### config.mk
export PLATFORM = sky130hd
export DESIGN_NAME = nibble_sort_ctrl_flat
export DESIGN_NICKNAME = d
export VERILOG_FILES = /design/src/rtl/nibble_sort_pkg.sv /design/src/rtl/nibble_sort_ctrl_if.sv /design/src/rtl/nibble_cmp.sv /design/src/rtl/nibble_sort_ctrl.sv /design/src/flat_wrapper.sv
export SDC_FILE = /design/constraint.sdc
export NUM_CORES = 1
export LEC_CHECK = 0
export ABC_AREA = 1
export CORE_MARGIN = 2
export CORE_UTILIZATION = 59
export CTS_CLUSTER_SIZE = 16
export DETAILED_ROUTE_END_ITERATION = 12
export PLACE_DENSITY = 0.85
export SETUP_SLACK_MARGIN = 0.1
export SYNTH_ARGS = -nofsm -noshare
export SYNTH_HDL_FRONTEND = slang
export SYNTH_SLANG_ARGS = --single-unit
export TNS_END_PERCENT = 30
### constraint.sdc
create_clock -name clk -period 4.12 [get_ports clk]
set_input_delay 0.824 -clock clk [delete_from_list [all_inputs] [get_ports clk]]
set_output_delay 0.824 -clock clk [all_outputs]
set_load 0.02 [all_outputs]
### src/rtl/nibble_sort_pkg.sv
// Shared types and sizing for the 4-element nibble sorter.
// Sorting is a bubble sort that runs at most MAX_PASS passes.
package nibble_sort_pkg;

    localparam int unsigned N_ELEM   = 4;
    localparam int unsigned ELEM_W   = 4;
    localparam int unsigned MAX_PASS = 3;
    localparam int unsigned IDX_W    = 2;
    localparam int unsigned CNT_W    = 3;
    localparam int unsigned MAX_SWAP = 6;

    typedef enum logic [1:0] {
        StLoad  = 2'd0,
        StSort  = 2'd1,
        StDrain = 2'd2
    } state_e;

endpackage

### src/rtl/nibble_sort_ctrl_if.sv
// Load/drain stream handshake plus status for the nibble sorter.
// The master side is the producer/consumer; the slave side is the sorter.
interface nibble_sort_ctrl_if;
    import nibble_sort_pkg::*;

    logic              in_valid;
    logic              in_ready;
    logic [ELEM_W-1:0] in_data;
    logic              out_valid;
    logic              out_ready;
    logic [ELEM_W-1:0] out_data;
    logic              busy;
    logic [CNT_W-1:0]  swap_cnt;

    modport master (
        output in_valid, in_data, out_ready,
        input  in_ready, out_valid, out_data, busy, swap_cnt
    );

    modport slave (
        input  in_valid, in_data, out_ready,
        output in_ready, out_valid, out_data, busy, swap_cnt
    );

endinterface

### src/rtl/nibble_cmp.sv
// Unsigned magnitude comparator for two nibbles; exactly one output is high.
module nibble_cmp
    import nibble_sort_pkg::*;
(
    input  logic [ELEM_W-1:0] a,
    input  logic [ELEM_W-1:0] b,
    output logic              a_gt_b,
    output logic              a_eq_b,
    output logic              a_ls_b
);

    assign a_gt_b = (a > b);
    assign a_eq_b = (a == b);
    assign a_ls_b = (a < b);

endmodule

### src/rtl/nibble_sort_ctrl.sv
// Loads a 4-nibble frame, bubble-sorts it one compare per cycle, then streams it out.
// A pass with no swaps ends sorting early; otherwise at most MAX_PASS passes run.
module nibble_sort_ctrl
    import nibble_sort_pkg::*;
#(
    parameter bit DESC = 1'b0
) (
    input  logic               clk,
    input  logic               rst,
    nibble_sort_ctrl_if.slave  bus
);

    state_e             state_q;
    logic [ELEM_W-1:0]  elem_q [N_ELEM];
    logic [IDX_W-1:0]   ld_idx_q;
    logic [IDX_W-1:0]   out_idx_q;
    logic [IDX_W-1:0]   idx_q;
    logic [IDX_W-1:0]   pass_q;
    logic               pass_swap_q;
    logic [CNT_W-1:0]   swap_cnt_q;
    logic               in_ready_q;
    logic               out_valid_q;
    logic               busy_q;

    logic [IDX_W-1:0]   idx_nxt;
    logic [ELEM_W-1:0]  cmp_a;
    logic [ELEM_W-1:0]  cmp_b;
    logic               a_gt_b;
    logic               a_eq_b;
    logic               a_ls_b;
    logic               do_swap;

    assign idx_nxt = idx_q + 2'd1;
    assign cmp_a   = elem_q[idx_q];
    assign cmp_b   = elem_q[idx_nxt];

    nibble_cmp u_cmp (
        .a      (cmp_a),
        .b      (cmp_b),
        .a_gt_b (a_gt_b),
        .a_eq_b (a_eq_b),
        .a_ls_b (a_ls_b)
    );

    // Equal pairs never satisfy either condition, which keeps the sort stable.
    assign do_swap = DESC ? a_ls_b : a_gt_b;

    always_ff @(posedge clk) begin
        if (rst) begin
            state_q     <= StLoad;
            for (int i = 0; i < N_ELEM; i++) elem_q[i] <= '0;
            ld_idx_q    <= '0;
            out_idx_q   <= '0;
            idx_q       <= '0;
            pass_q      <= '0;
            pass_swap_q <= 1'b0;
            swap_cnt_q  <= '0;
            in_ready_q  <= 1'b1;
            out_valid_q <= 1'b0;
            busy_q      <= 1'b0;
        end else begin
            unique case (state_q)
                StLoad: begin
                    if (bus.in_valid) begin
                        elem_q[ld_idx_q] <= bus.in_data;
                        ld_idx_q         <= ld_idx_q + 2'd1;
                        if (ld_idx_q == IDX_W'(N_ELEM - 1)) begin
                            state_q    <= StSort;
                            in_ready_q <= 1'b0;
                            busy_q     <= 1'b1;
                        end
                    end
                end
                StSort: begin
                    if (do_swap) begin
                        elem_q[idx_q]   <= cmp_b;
                        elem_q[idx_nxt] <= cmp_a;
                        if (swap_cnt_q != CNT_W'(MAX_SWAP)) swap_cnt_q <= swap_cnt_q + 3'd1;
                    end
                    pass_swap_q <= pass_swap_q | do_swap;
                    if (idx_q == IDX_W'(N_ELEM - 2)) begin
                        if (!(pass_swap_q || do_swap) || pass_q == IDX_W'(MAX_PASS - 1)) begin
                            state_q     <= StDrain;
                            out_valid_q <= 1'b1;
                        end else begin
                            pass_q      <= pass_q + 2'd1;
                            idx_q       <= '0;
                            pass_swap_q <= 1'b0;
                        end
                    end else begin
                        idx_q <= idx_nxt;
                    end
                end
                StDrain: begin
                    if (bus.out_ready) begin
                        if (out_idx_q == IDX_W'(N_ELEM - 1)) begin
                            state_q     <= StLoad;
                            ld_idx_q    <= '0;
                            out_idx_q   <= '0;
                            idx_q       <= '0;
                            pass_q      <= '0;
                            pass_swap_q <= 1'b0;
                            swap_cnt_q  <= '0;
                            in_ready_q  <= 1'b1;
                            out_valid_q <= 1'b0;
                            busy_q      <= 1'b0;
                        end else begin
                            out_idx_q <= out_idx_q + 2'd1;
                        end
                    end
                end
                default: state_q <= StLoad;
            endcase
        end
    end

    assign bus.in_ready  = in_ready_q;
    assign bus.out_valid = out_valid_q;
    assign bus.out_data  = elem_q[out_idx_q];
    assign bus.busy      = busy_q;
    assign bus.swap_cnt  = swap_cnt_q;

endmodule

### src/flat_wrapper.sv
// flat-port wrapper written by rule: the top's interface ports become plain ports
module nibble_sort_ctrl_flat import nibble_sort_pkg::*;
#(
    parameter bit DESC = 1'b0
)
  (clk, rst, bus_in_valid, bus_in_data, bus_out_ready, bus_in_ready, bus_out_valid, bus_out_data, bus_busy, bus_swap_cnt);
  nibble_sort_ctrl_if bus_i ();
  input  logic clk;
  input  logic rst;
  input wire logic [$bits(bus_i.in_valid)-1:0] bus_in_valid;
  input wire logic [$bits(bus_i.in_data)-1:0] bus_in_data;
  input wire logic [$bits(bus_i.out_ready)-1:0] bus_out_ready;
  output wire logic [$bits(bus_i.in_ready)-1:0] bus_in_ready;
  output wire logic [$bits(bus_i.out_valid)-1:0] bus_out_valid;
  output wire logic [$bits(bus_i.out_data)-1:0] bus_out_data;
  output wire logic [$bits(bus_i.busy)-1:0] bus_busy;
  output wire logic [$bits(bus_i.swap_cnt)-1:0] bus_swap_cnt;
  assign bus_i.in_valid = bus_in_valid;
  assign bus_i.in_data = bus_in_data;
  assign bus_i.out_ready = bus_out_ready;
  assign bus_in_ready = bus_i.in_ready;
  assign bus_out_valid = bus_i.out_valid;
  assign bus_out_data = bus_i.out_data;
  assign bus_busy = bus_i.busy;
  assign bus_swap_cnt = bus_i.swap_cnt;
  nibble_sort_ctrl #(.DESC(DESC)) u_core (.clk(clk), .rst(rst), .bus(bus_i));
endmodule
### Word-level counts from Yosys, hierarchy flattened

Memories as Yosys holds them, arrays and structs flattened. A register that Yosys moved wholly into a read port is not among the register bits.
Cells that the tools add are included.

* RAM bits: 16
* register bits: 17
* bits of input ports: 8
* bits in latches: 0
* memories kept: 1
* ROM bits: 0

Memory list
* u_core.elem_q: depth 4, width 4, read ports 3, clocked after Yosys merged registers in 2, write ports 4, RTL line nibble_sort_ctrl.sv:14 `logic [ELEM_W-1:0] elem_q [N_ELEM];`

* multiply operators: 0
* bitwise logic cells: 1
* mux-type cells: 60
* shifts and indexed selects: 0
* $lt $le $gt $ge: 1
* reductions and logical operators: 18
* $add $sub $neg: 5
* eq/ne operators: 17
* div/mod/pow operators: 0

Operator list (count)
* $mux 2: 19
* $mux 1: 25
* $reduce_and 5->1: 4
* $mux 3: 4
* $mux 4: 3
* $ne 2x1->1 const B: 6
* $pmux 2 s2: 3
* $reduce_or 4->1: 3
* $eq 2x2->1 const B: 5
* $add 2x1->2 const B: 4
* $pmux 1 s2: 4
* $reduce_and 4->1: 2
* $ne 2x2->1 const B: 3
* $ne 3x3->1 const B: 2
* $pmux 2 s3: 1
* $pmux 3 s2: 1
* $reduce_and 6->1: 1
* $gt 4x4->1: 1
* $reduce_bool 2->1: 2
* $add 3x1->3 const B: 1
* $reduce_and 3->1: 1
* $eq 2x1->1 const B: 1
* $logic_not 2->1: 1
* $logic_or 1x1->1: 2
* other kinds (3): 3

### Depth between registers and ports, before layout

An unclocked memory read counts as a cell.

* depth in word-level cells: 11
* gate-level depth with buffers: 21

### Modules after synthesis

Synthesis repeated with hierarchy kept, for this count alone.

* cells, all modules: 346
* area total of the unflattened synthesis: 2371.0 sq um

Modules (own cells, without submodules)
* nibble_sort_ctrl: instances 1, area each 2255.9 sq um, cells each 326, seq. area each 900.9 sq um
* nibble_cmp: instances 1, area each 115.1 sq um, cells each 20, seq. area each 0.0 sq um

### Least setup slack after synthesis

Ideal clock, no wire load.

* path type: register to register
* start point: register u_core.idx_q[0]
* end point: memory u_core.elem_q[0][0] (enable)
* setup slack: 1.257 ns
* clock period less this slack: 2.863 ns
* cell stages (with the launch flop): 17
* setup time: 0.313 ns
* arrival: 2.550 ns
* path buffers: 1
* cell sequence: dfxtp_1 -> inv_2 -> buf_2 -> ha_1 -> inv_1 -> a21oi_1 -> o21ai_0 -> nand2_1 -> inv_1 -> ha_1 -> a21oi_1 -> nand2_4 -> nand3_4 -> nand3_1 -> o21ai_1 -> nand2_1 -> nand3_1

RTL lines
* from (decl): RTL line nibble_sort_ctrl.sv:17 `logic [IDX_W-1:0] idx_q;`
* from (signal assigned): RTL line nibble_sort_ctrl.sv:91 `idx_q <= idx_nxt;`
* to (decl): RTL line nibble_sort_ctrl.sv:14

==> reports/qor.yml <==
rsz0062_at_grt: "no"
power.total_mw: 0.906
die_area_um2: 4750
hp-class: "reg2reg"
rows: 23
netlist_area_um2: 2490
grt_pass1_wl_um: 9650
worstMarginPinSlew_ps: 567
reg2reg_depth: 18
p_per_area_nw_per_um2: 325
synth_compound_area_frac: 0.185
cts.sink_count: 37
drt-met1-wl_um: 2570
synth_flop_cell: "dfxtp_1"
antenna_left: 0
synthCells: 345
dpl.cell_count: 406
cts_buffer_depth: 2
synth-adder-area-share: 0.0956
wl_met3_um: 473
n_antenna_cell: 0
worst_slack_ps: 821
synthSimpleGateAreaFrac: 0.275
dieHeight_um: 68.9
insertion_delay_ps: 290
cts.clk_slew.worst_paths_ps: 70
cp_data_arrival_time_ps: 3280
yosys.cell_types.count: 32
place.gp.congestion: 0.891
topRoutingLayerUsed: "met4"
numCtsBuffers: 5
postSynthAreaPerCell_um2: 7.21
tns_ps: 0
final_util: 0.691
setup_viol: 0
path_max_fanout: 18
drtIter0Drc: 229
drv_cap: 0
r2r_slack_ps: 820
overflow: 0
layout-drive-gt1-share: 0.0659
final_area_um2: 2790
start_util: 0.617
antenna_found_initial: 0
root_buffer: "clkbuf_8"
routed_wl_um: 6100
grt_util_all_layers: 0.283
dp_hpwl_um: 4570
outcome: "completed"
grt_max_degree: 19
core_area_um2: 4030
fmax_ghz: 0.303
dr_wl_met2_um: 2910
slew_viol_final: 0
synthArstFlopShare: 0
synth_edf_count: 16
hold_start: "u_core.pass_swap_q$_SDFFE_PP0P_"
drc: 0
nNetsFinal: 390
fin_crit_sh: 0.801
pin_count: 18
hold_buffers: 0
worstPathRequired_ps: 4100
r2r_start: "u_core.idx_q[0]$_SDFFE_PP0P_"
dp_slack_ps: 959
syn_to_final_growth_pct: 12.0
hold_ws_ps: 479
tritoncts: "yes"
cts-htree-levels: 2
cts_setup_buffers: 0
end_kind: "flop"
crit_path_start_kind: "flop"
ys_ff_latch: 37
synth_top_family_by_area: "simple AND/OR/NAND/NOR gates"
layout_commonest_cell: "nand2_1"
avgRoutedWirePerCell_um: 14.7
hold_viol: 0
fp.dieW_um: 68.9
r2r_end: "u_core.elem_q[2][3]$_DFFE_PP_"
slew_headroom: 0.622
synth_seq_area_share: 0.362
synth_xor_xnor_area_share: 0.00352
skew_ps: 5.88
synth_warnings: 0
grt_pass1_vias: 2121
period_needed_ps: 3300
dr_total_vias: 2391
critical_path_class: "reg2reg"
whs_path_depth: 2
layout_common_cells: "89 x nand2_1, 40 x inv_1, 34 x a21oi_1"
p_leak_nw: 1.18
drtPass1Iterations: 6
ctsResizeCount: 0
fin_cells: 414
place_area_um2: 2700
irDropWorstVdd_v: 0.000223
portBuffers: 17
synth.area.mux_share: 0
hold_path_end: "u_core.pass_swap_q$_SDFFE_PP0P_"
syn_nets: 372
drt-vias-per-instance: 5.78
==> cells by family (layout without fill, tap and decap cells) <==
| family | after synthesis | in the layout |
|---|---|---|
| AND/OR/NAND/NOR | 155 | 155 |
| buffers and inverters | 51 | 70 |
| XOR/XNOR | 1 | 1 |
| adder cells (fa/ha/maj) | 19 | 19 |
| AO/OA/AOI/OAI | 82 | 82 |
| flip-flops | 37 | 37 |
==> cell usage after synthesis (2+ instances only) <==
cell,number,share of area
clkbuf_1,2,0.0030
o21ai_1,15,0.030
a21oi_1,34,0.068
nor2_1,31,0.047
o21ai_0,19,0.038
nor2_2,5,0.013
inv_2,4,0.0060
dfxtp_1,21,0.17
inv_1,40,0.060
nand3_1,21,0.042
o211ai_1,4,0.012
ha_1,19,0.096
edfxtp_1,16,0.19
nand2_1,89,0.13
a31oi_1,3,0.0075
buf_2,4,0.0081
a21oi_4,2,0.013
o22ai_1,2,0.0050
==> where the power goes <==
| group | switching, mW | total [mW] | internal, mW |
|---|---|---|---|
| registers | 0.0211 | 0.429 | 0.408 |
| clock network | 0.120 | 0.256 | 0.136 |
| logic | 0.148 | 0.221 | 0.0736 |
==> worst max path at each step <==
stage                                  from                            end  depth (start not counted)
2_1_floorplan  u_core.idx_q[0]$_SDFFE_PP0P_  u_core.elem_q[0][0]$_DFFE_PP_                         16
3_3_place_gp   u_core.idx_q[0]$_SDFFE_PP0P_  u_core.elem_q[0][1]$_DFFE_PP_                         15
3_5_place_dp   u_core.idx_q[0]$_SDFFE_PP0P_  u_core.elem_q[0][0]$_DFFE_PP_                         15
4_1_cts        u_core.idx_q[0]$_SDFFE_PP0P_  u_core.elem_q[2][1]$_DFFE_PP_                         18
5_1_grt        u_core.idx_q[0]$_SDFFE_PP0P_  u_core.elem_q[1][2]$_DFFE_PP_                         18
6_report       u_core.idx_q[0]$_SDFFE_PP0P_  u_core.elem_q[2][3]$_DFFE_PP_                         18
==> critical path: stages, from the launching register on <==
cell     delay, ps
dfxtp_1        500
inv_2          210
ha_1           360
inv_1          110
a21oi_1        140
o21ai_0        100
nand2_1        100
inv_1           50
ha_1           300
nand2_1         70
nand2_1         80
nand2_1         80
nand2_4        100
nand3_4        140
nand2_1        100
nor2_1          40
nor2_1         150
nand2_1        160
nand3_1        200
==> layout make-up <==
type,instances,area [µm²]
Multi-Input combinational cell,257,1390
Timing Repair Buffer,18,178
Tap cell,50,62.6
Sequential cell,37,901
Inverter,44,165
Fill cell,340,1240
Clock buffer,8,90.1
==> metal layers <==
layer / GRT usage / vias to the layer above
met5: 0 / -
met4: 0.120 / 0
met3: 0.0666 / 17
met2: 0.482 / 116
met1: 0.341 / 1080
li1: - / 1178
Note: power is estimated with default switching activity, not from simulation.
